[config.mk]
export PLATFORM = sky130hd
export DESIGN_NAME = adrv9001_ssi_frame_tx
export DESIGN_NICKNAME = d
export VERILOG_FILES = /design/src/rtl/adrv9001_ssi_pkg.sv /design/src/rtl/adrv9001_ssi_prbs15.sv /design/src/rtl/adrv9001_ssi_frame_tx.sv
export SDC_FILE = /design/constraint.sdc
export NUM_CORES = 1
export LEC_CHECK = 0
export CAP_MARGIN = 20
export CORE_MARGIN = 2
export CORE_UTILIZATION = 51
export CTS_CLUSTER_DIAMETER = 150
export CTS_CLUSTER_SIZE = 40
export DETAILED_ROUTE_END_ITERATION = 10
export HOLD_SLACK_MARGIN = 0.02
export MAX_ROUTING_LAYER = met4
export PLACE_DENSITY = 0.79
export SLEW_MARGIN = 25
export SYNTH_ARGS = -nofsm -noshare
export SYNTH_HDL_FRONTEND = slang
export SYNTH_SLANG_ARGS = --single-unit
[constraint.sdc]
create_clock -name clk -period 2.3 [get_ports clk]
set_input_delay 0.345 -clock clk [delete_from_list [all_inputs] [get_ports clk]]
set_output_delay 0.345 -clock clk [all_outputs]
set_load 0.01 [all_outputs]
[src/rtl/adrv9001_ssi_pkg.sv]
// rtl/adrv9001_ssi_pkg.sv - shared states, PRBS15 constants and frame sizing for the SSI frame transmitter
package adrv9001_ssi_pkg;

  localparam logic [1:0] ST_DISABLED  = 2'd0;
  localparam logic [1:0] ST_WAIT_SYNC = 2'd1;
  localparam logic [1:0] ST_RUN       = 2'd2;

  // PRBS15: x^15 + x^14 + 1, feedback taken from the two top state bits
  localparam int         PRBS15_LEN    = 15;
  localparam int         PRBS15_TAP_HI = 14;
  localparam int         PRBS15_TAP_LO = 13;
  localparam logic [14:0] PRBS15_SEED  = 15'h7FFF;

  function automatic int frame_bits(input int data_width, input int single_lane);
    return (single_lane != 0) ? 2 * data_width : data_width;
  endfunction

endpackage

[src/rtl/adrv9001_ssi_prbs15.sv]
// rtl/adrv9001_ssi_prbs15.sv - word-parallel PRBS15 step producing DATA_WIDTH bits, MSB first
module adrv9001_ssi_prbs15
  import adrv9001_ssi_pkg::*;
#(
  parameter int DATA_WIDTH = 16
) (
  input  logic [PRBS15_LEN-1:0] state_i,
  output logic [DATA_WIDTH-1:0] word_o,
  output logic [PRBS15_LEN-1:0] state_o
);

  logic [PRBS15_LEN-1:0] s;
  logic                  fb;

  // Unrolled LFSR: each feedback bit is shifted in and is also the next output bit.
  always_comb begin
    s      = state_i;
    fb     = 1'b0;
    word_o = '0;
    for (int k = 0; k < DATA_WIDTH; k++) begin
      fb                     = s[PRBS15_TAP_HI] ^ s[PRBS15_TAP_LO];
      word_o[DATA_WIDTH-1-k] = fb;
      s                      = {s[PRBS15_LEN-2:0], fb};
    end
    state_o = s;
  end

endmodule

[src/rtl/adrv9001_ssi_frame_tx.sv]
// rtl/adrv9001_ssi_frame_tx.sv - SSI frame transmitter, I/Q stream to strobe + SDR lanes; PRBS source under ADRV9001_SSI_TX_PRBS_EN
module adrv9001_ssi_frame_tx
  import adrv9001_ssi_pkg::*;
#(
  parameter int                    DATA_WIDTH  = 16,
  parameter int                    SINGLE_LANE = 1,
  parameter logic [DATA_WIDTH-1:0] IDLE_VALUE  = '0
) (
  input  logic                  clk,
  input  logic                  resetn,
  input  logic                  cfg_enable,
  input  logic                  cfg_strobe_long,
  input  logic                  cfg_prbs_en,
  input  logic                  mssi_sync,
  input  logic                  s_valid,
  output logic                  s_ready,
  input  logic [DATA_WIDTH-1:0] s_i,
  input  logic [DATA_WIDTH-1:0] s_q,
  output logic                  out_strobe,
  output logic                  out_idata,
  output logic                  out_qdata,
  output logic                  out_active,
  output logic [15:0]           underflow_cnt
);

  localparam int            FRAME_BITS = frame_bits(DATA_WIDTH, SINGLE_LANE);
  localparam int            CW         = $clog2(FRAME_BITS);
  localparam logic [CW-1:0] CNT_LAST   = CW'(FRAME_BITS - 1);
  localparam logic [CW-1:0] CNT_HALF   = CW'(FRAME_BITS / 2);

  logic [1:0]            state_q, state_d;
  logic [CW-1:0]         cnt_q, cnt_d;
  logic                  mssi_sync_q;
  logic [FRAME_BITS-1:0] sr_i_q, sr_i_d;
  logic [DATA_WIDTH-1:0] sr_qlane_q, sr_qlane_d;
  logic                  strobe_q, strobe_d;
  logic                  active_q;
  logic [15:0]           uf_q, uf_d;

  logic                  sync_edge;
  logic                  load_slot;
  logic                  prbs_sel;
  logic [DATA_WIDTH-1:0] prbs_w_i, prbs_w_q;
  logic [DATA_WIDTH-1:0] ld_i, ld_q;
  logic                  underflow;
  logic [FRAME_BITS-1:0] frame_word;

  assign sync_edge = mssi_sync & ~mssi_sync_q;
  assign load_slot = cfg_enable &&
                     (((state_q == ST_WAIT_SYNC) && sync_edge) ||
                      ((state_q == ST_RUN) && ((cnt_q == CNT_LAST) || sync_edge)));
  assign s_ready   = load_slot && !prbs_sel;

`ifdef ADRV9001_SSI_TX_PRBS_EN
  logic [PRBS15_LEN-1:0] prbs_q, prbs_mid, prbs_next;

  assign prbs_sel = cfg_prbs_en;

  adrv9001_ssi_prbs15 #(.DATA_WIDTH(DATA_WIDTH)) u_prbs_i (
    .state_i (prbs_q),
    .word_o  (prbs_w_i),
    .state_o (prbs_mid)
  );

  adrv9001_ssi_prbs15 #(.DATA_WIDTH(DATA_WIDTH)) u_prbs_q (
    .state_i (prbs_mid),
    .word_o  (prbs_w_q),
    .state_o (prbs_next)
  );

  // Generator restarts from the seed whenever the block is disabled; advances two words per PRBS frame.
  always_ff @(posedge clk) begin
    if (!resetn || !cfg_enable || (state_q == ST_DISABLED)) begin
      prbs_q <= PRBS15_SEED;
    end else if (load_slot && prbs_sel) begin
      prbs_q <= prbs_next;
    end
  end
`else
  logic unused_prbs_en;

  assign unused_prbs_en = cfg_prbs_en;
  assign prbs_sel       = 1'b0;
  assign prbs_w_i       = '0;
  assign prbs_w_q       = '0;
`endif

  // Pick the word for a load slot: PRBS, the offered sample, or the idle word on underflow.
  always_comb begin
    ld_i      = IDLE_VALUE;
    ld_q      = IDLE_VALUE;
    underflow = 1'b0;
    if (prbs_sel) begin
      ld_i = prbs_w_i;
      ld_q = prbs_w_q;
    end else if (s_valid) begin
      ld_i = s_i;
      ld_q = s_q;
    end else begin
      underflow = 1'b1;
    end
  end

  generate
    if (SINGLE_LANE != 0) begin : g_single
      assign frame_word = {ld_i, ld_q};
    end else begin : g_dual
      assign frame_word = ld_i;
    end
  endgenerate

  // Next-state: FSM, frame counter, shift registers and saturating underflow count.
  always_comb begin
    state_d    = state_q;
    cnt_d      = cnt_q;
    sr_i_d     = sr_i_q;
    sr_qlane_d = sr_qlane_q;
    uf_d       = uf_q;
    if (!cfg_enable) begin
      state_d    = ST_DISABLED;
      cnt_d      = '0;
      sr_i_d     = '0;
      sr_qlane_d = '0;
    end else begin
      case (state_q)
        ST_DISABLED:  state_d = ST_WAIT_SYNC;
        ST_WAIT_SYNC: if (sync_edge) state_d = ST_RUN;
        ST_RUN:       state_d = ST_RUN;
        default:      state_d = ST_DISABLED;
      endcase
      if (load_slot) begin
        cnt_d      = '0;
        sr_i_d     = frame_word;
        sr_qlane_d = ld_q;
        if (underflow && (uf_q != 16'hFFFF)) uf_d = uf_q + 16'd1;
      end else if (state_q == ST_RUN) begin
        cnt_d      = cnt_q + CW'(1);
        sr_i_d     = {sr_i_q[FRAME_BITS-2:0], 1'b0};
        sr_qlane_d = {sr_qlane_q[DATA_WIDTH-2:0], 1'b0};
      end
    end
  end

  // Strobe is decoded from the counter value that will be on the lanes next cycle, then registered.
  assign strobe_d = (state_d == ST_RUN) &&
                    (cfg_strobe_long ? (cnt_d < CNT_HALF) : (cnt_d == '0));

  // State registers; lanes come straight from flops so they are glitch-free.
  always_ff @(posedge clk) begin
    if (!resetn) begin
      state_q     <= ST_DISABLED;
      cnt_q       <= '0;
      mssi_sync_q <= 1'b0;
      sr_i_q      <= '0;
      sr_qlane_q  <= '0;
      strobe_q    <= 1'b0;
      active_q    <= 1'b0;
      uf_q        <= '0;
    end else begin
      state_q     <= state_d;
      cnt_q       <= cnt_d;
      mssi_sync_q <= mssi_sync;
      sr_i_q      <= sr_i_d;
      sr_qlane_q  <= sr_qlane_d;
      strobe_q    <= strobe_d;
      active_q    <= (state_d == ST_RUN);
      uf_q        <= uf_d;
    end
  end

  assign out_strobe    = strobe_q;
  assign out_idata     = sr_i_q[FRAME_BITS-1];
  assign out_qdata     = (SINGLE_LANE != 0) ? 1'b0 : sr_qlane_q[DATA_WIDTH-1];
  assign out_active    = active_q;
  assign underflow_cnt = uf_q;

endmodule

==> results by group, run 1 <==
Die
  • Row count: 27
  • Starting Density: 0.5300
  • # IOs: 60
  • Chip Height: 79.88 um
  • Core ar.: 0.005540 mm^2
  • Die X-Extent: 79.88 um
  • DIE AREA: 0.006381 mm^2

STA
  • Final Hold Viols: 0
  • Setup Skew: 0.01224 ns
  • Max Fclk: 452.3 MHz
  • Relative slew slack: 0.6497
  • RSZ-0062 raised after global routing: no
  • Final setup fails: 0
  • Slew @ Worst Pin: 0.5254 ns
  • Tmin final: 2.211 ns
  • Slew Limit Fails: 0
  • Period utilization: 0.9613
  • Smallest hold slack: 0.4846 ns
  • Setup TNS: 0 ns

Layout
  • Share of layout cells above drive strength 1: 0.1080
  • Most frequent cells in the layout: nand2_1 (139), dfxtp_1 (57), clkdlybuf4s50_1 (56), a21oi_1 (45), nand3_1 (42)
  • Finished Cell Area: 0.003790 mm^2
  • Antenna Diode Count: 0
  • Commonest non-fill, non-tap cell in the layout: nand2_1
  • Layout net count: 502
  • Synth-to-layout area growth: 29.06%

Drt
  • DRT iter0 DRCs: 171
  • Wirelength per Cell: 13.23 um
  • Post-route ant nets: 0
  • DRC Markers: 0
  • Vias per inst: 5.419
  • Post-Route WL: 7078 um
  • Vias: 2899
  • Drt first pass iters: 4

CTS
  • Worst-Skew Late Latency: 0.34 ns
  • Longest Clk Path Bufs: 2
  • Hold_buf cts: 0
  • CTS root buf: clkbuf_8
  • CTS tree: done
  • Clock transition at path regs: 0.06 ns
  • CTS sink cnt: 58
  • H-tree levels: 3
  • CTS Buf Count: 9

Synthesis
  • Main flop type after synthesis: dfxtp_1
  • Biggest area consumer among synthesized cells: dfxtp_1
  • Cells after Synth: 399
  • Mapped Nets: 441
  • Post-synth EDFFs: 0
  • Post-synth ARST share: 0
  • Average size of a mapped cell: 7.360 um^2
  • Yosys reg bits: 58
  • Seq/Total Area, Yosys: 0.3954
  • Leading post-synthesis cells by cell area: dfxtp_1 (40%), nand2_1 (18%), a21oi_1 (7.7%)
  • Post-synth cell types: 51
  • Mapped Area: 0.002937 mm^2
  • Yosys warnings: 0
  • Share of the synthesized area in the top cell type: 0.3954

GRT
  • Tot GR Track Use: 0.2342
  • Pin count of the biggest net entering global routing: 39
  • Vias in the first global route: 2642
  • Gr ovfl total: 0
  • Antenna violations before repair: 0
  • First-pass GRT wire length: 11580 um

Power and ir drop
  • Worst VDD drop: 334.7 uV
  • PwrDens: 533.1 mW/mm^2
  • Static Leakage: 1.451 nW

Hold path
  • Min-Delay Path Class: flip-flop to flip-flop

Job
  • MaxCap Viol Count: 0

Placed design
  • Post-DP Area: 0.003587 mm^2
  • Final Wtd Congestion: 0.8136
  • Half-perimeter wire length after detailed placement: 4579 um
  • IO buf count: 57

Worst setup path
  • CP Max Fanout: 5
  • Startpoint Class: flip-flop
  • CP Data Arrival Time: 1.87 ns
  • Worst EP required: 1.96 ns
  • Critical Path Sink Type: output pin
  • Kind of critical path: flip-flop to output pin

Outcome
  • Outcome: finished clean
Yosys cell counts, drive strengths merged, types with 3 or more instances:
master / instances
nand2b: 6
inv: 5
o31ai: 6
nand2: 139
o21ai: 7
clkbuf: 8
nor2: 8
nor3: 6
buf: 17
ha: 3
mux2i: 6
nand4: 5
dfxtp: 58
nand3: 42
or3: 3
or4: 5
xnor2: 3
a21oi: 45
per-layer routing:
layer,part of all wire,vias to the layer above,track usage
met4,0.023,0,0.1169
met2,0.47,68,0.3625
li1,-,1475,-
met1,0.47,1342,0.2973
met3,0.037,14,0.03733
met5,0,-,-
worst max-delay path: stages, from the launching register on:
cell and delay [ns]:
dfxtp_2 0.34, ha_2 0.19, nand2_1 0.08, nor2_1 0.05
ha_1 0.18, o21a_2 0.21, o21ai_2 0.15, inv_2 0.06
dlygate4sd2_1 0.28
worst paths after layout:
kind         startpoint          endpoint  slack (ns)  cells past startpoint
max            cnt_q[1]           s_ready        0.09                      8
min           sr_i_q[0]         sr_i_q[0]        0.48                      2
max reg2reg    cnt_q[1]  underflow_cnt[1]        0.18                     10
min reg2reg   sr_i_q[0]         sr_i_q[0]        0.48                      2
repair_timing:
action,CTS,global route
buffers inserted,4,0
resized for setup,2,1
pin swaps,2,1
setup endpoints to repair,1,14
cells by family (layout without fill, tap and decap cells):
family	Yosys count	in the layout	share of synthesized area
flops	58	58	0.3954
compound gates	69	69	0.1389
fa+ha+maj	3	3	0.01278
xor+xnor	4	4	0.01193
other cells	1	1	0.001277
mux	6	6	0.02045
simple gates	227	227	0.3690
buf+inv	31	95	0.05027
where the power goes:
part	switching (mW)	internal, mW	total, mW	leakage (nW)
sequential	0.00343	1.01	1.01	0.468
combinational	0.0714	0.0808	0.152	0.892
clock	0.389	0.465	0.855	0.0903
layout make-up:
type | count | area, um^2
fill | 496 | 1750
sequential | 58 | 1162
timing repair buffer | 75 | 704.4
tap | 72 | 90.09
clock inverter | 2 | 12.51
multi-input combinational | 310 | 1633
inverter | 6 | 22.52
clock buffer | 12 | 165.2
stage by stage:
step           power [mW]  instances    util  worst slack (ns)
5_1_grt             2.081        535  0.6841           0.01730
3_3_place_gp        1.183        518  0.6475           0.04590
4_1_cts             2.031        536  0.6850           0.02122
3_5_place_dp        1.186        518  0.6475          0.009519
6_report            2.020        535  0.6841           0.08910
2_1_floorplan       1.096        399       -            0.4181
sequential cells by signal (all words and copies together), names as in the netlist:
register and count:
sr_i_q 32, cnt_q 5, mssi_sync_q 1, out_strobe 1, out_active 1, underflow_cnt 16, state_q 2
(Power assumes the default switching activity.)
==> run 2, diff against run 1 <==
--- a/config.mk
+++ b/config.mk
@@ -12,7 +12,6 @@
 export CTS_CLUSTER_SIZE = 40
 export DETAILED_ROUTE_END_ITERATION = 10
 export HOLD_SLACK_MARGIN = 0.02
-export MAX_ROUTING_LAYER = met4
 export PLACE_DENSITY = 0.79
 export SLEW_MARGIN = 25
 export SYNTH_ARGS = -nofsm -noshare
==> run 2 against run 1 <==
Via count shrank 0.17%. Global-route usage shrank 0.61 points. Sequential share of layout area is the same. Clock skew is essentially flat. Cell area is the same. Critical path type unchanged. Largest cell class unchanged. Largest power group unchanged.
==> results by group, run 2 (synthesized netlist as in run 1, its figures left out) <==
STA
  • Slew Limit Fails: 0 (unchanged)
  • Final setup fails: 0 (unchanged)
  • Relative slew slack: 0.6498 (about the same)
  • Setup TNS: 0 ns (unchanged)
  • Tmin final: 2.208 ns (-0.002984 ns)
  • RSZ-0062 raised after global routing: no
  • Max Fclk: 452.9 MHz (+0.14%)
  • Slew @ Worst Pin: 0.5252 ns (-0.0001374 ns)
  • PnR worst setup slack: 0.09208 ns (+0.002984 ns)
  • Period utilization: 0.9600 (-0.001298)
  • Setup Skew: 0.01226 ns (+0.00002330 ns)
  • Final Hold Viols: 0 (unchanged)

Worst setup path
  • Worst EP required: 1.96 ns (about the same)
  • CP Max Fanout: 5 (unchanged)
  • Kind of critical path: flip-flop to output pin
  • CP Data Arrival Time: 1.86 ns (about the same)
  • Worst R2R Setup Slack: 0.18 ns (about the same)
  • Startpoint Class: flip-flop
  • Critical Path Sink Type: output pin
  • R2R cell count: 10 (unchanged)

Drt
  • Post-route ant nets: 0 (unchanged)
  • DRC Markers: 0 (unchanged)
  • Vias: 2894 (-0.17%)
  • DRT iter0 DRCs: 172 (+0.58%)
  • Vias per inst: 5.409 (-0.17%)
  • Drt first pass iters: 4 (unchanged)
  • Wirelength per Cell: 13.20 um (-0.20%)
  • Post-Route WL: 7064 um (-0.20%)

Die
  • Chip Height: 79.88 um (unchanged)
  • Die X-Extent: 79.88 um (unchanged)
  • # IOs: 60 (unchanged)
  • Core ar.: 0.005540 mm^2 (unchanged)
  • DIE AREA: 0.006381 mm^2 (unchanged)
  • Starting Density: 0.5300 (unchanged)
  • Row count: 27 (unchanged)

Layout
  • Layout net count: 502 (unchanged)
  • Share of layout cells above drive strength 1: 0.1080 (unchanged)
  • Final Core Density: 0.6841 (unchanged)
  • Synth-to-layout area growth: 29.06% (unchanged)
  • Max reg flops: 32 (unchanged)
  • Reg with most FFs: sr_i_q
  • Most frequent cells in the layout: nand2_1 (139), dfxtp_1 (57), clkdlybuf4s50_1 (56), a21oi_1 (45), nand3_1 (42)
  • Commonest non-fill, non-tap cell in the layout: nand2_1
  • Antenna Diode Count: 0 (unchanged)

GRT
  • Gr ovfl total: 0 (unchanged)
  • Antenna violations before repair: 0 (unchanged)
  • First-pass GRT wire length: 11570 um (about the same)
  • Vias in the first global route: 2643 (+0.038%)
  • Pin count of the biggest net entering global routing: 39 (unchanged)
  • Tot GR Track Use: 0.2281 (-0.006135)

CTS
  • Worst-Skew Late Latency: 0.34 ns (about the same)
  • Clock transition at path regs: 0.07 ns (about the same)
  • H-tree levels: 3 (unchanged)
  • CTS root buf: clkbuf_8
  • CTS tree: done
  • CTS Buf Count: 9 (unchanged)
  • CTS sink cnt: 58 (unchanged)
  • Longest Clk Path Bufs: 2 (unchanged)

Placed design
  • IO buf count: 57 (unchanged)
  • Half-perimeter wire length after detailed placement: 4579 um (unchanged)
  • Final Wtd Congestion: 0.8020 (-1.4%)
  • DP Worst Slack: 0.009519 ns (unchanged)

Power and ir drop
  • Static Leakage: 1.451 nW (unchanged)
  • PwrDens: 532.7 mW/mm^2 (about the same)
  • Worst VDD drop: 332.4 uV (-0.70%)

Job
  • MaxCap Viol Count: 0 (unchanged)

Outcome
  • Outcome: finished clean

Hold path
  • Min-Delay Path Class: flip-flop to flip-flop
  • WHS Path Cells: 1 (-1)
-- run 2: cell counts in the layout (fill, tap and decap cells not counted) --
Identical to the previous run, type by type.
-- run 2: path summary, 6_finish.rpt --
check,start,to
setup reg to reg,cnt_q[1],underflow_cnt[1]
hold / removal,state_q[1],state_q[0]
hold reg to reg,state_q[1],state_q[0]
setup / recovery,cnt_q[1],s_ready
-- run 2: metrics by stage --
stage	power [mW]	area [um^2]	hold WS, ns	std cells
6_report	2.019	3790	0.4849	535
5_1_grt	2.081	3790	0.5264	535
4_1_cts	2.031	3795	0.4770	536
3_5_place_dp	1.186	3587	0.4674	518
3_3_place_gp	1.183	3587	0.4598	518
2_1_floorplan	1.096	2937	0.4355	399
-- run 2: cell type report --
type,instances,area [um^2]
clock buffers,12,165.2
clock inverters,2,12.51
fillers,496,1750
inverters,6,22.52
multi-input cells,310,1633
flip-flops and latches,58,1162
well taps,72,90.09
repair buffers,75,704.4
-- run 2: report_power, final --
part           leakage, nW  switching (mW)  internal (mW)
registers            0.468         0.00343           1.01
logic                0.892          0.0713         0.0808
clock network       0.0903           0.388          0.465
-- run 2: critical path, stage by stage, from the launching register on --
cell	delay (ns)
dfxtp_2	0.34
ha_2	0.19
nand2_1	0.08
nor2_1	0.05
ha_1	0.18
o21a_2	0.21
o21ai_2	0.15
inv_2	0.06
dlygate4sd2_1	0.28
-- run 2: metal layers --
layer  vias to the layer above  GRT usage  part of all wire  wire length, um
li1                       1474          -                 -                -
met1                      1340     0.2966              0.47             3304
met2                        67     0.3625              0.47             3343
met3                        13    0.03846             0.039              272
met4                         0     0.1169             0.020              144
met5                         -          0                 0                0
-- run 2: timing repair --
item                       CTS  global route
hold buffers                 0             0
pin swaps                    2             1
resized for setup            2             1
buffers inserted             4             0
setup endpoints to repair    1            14
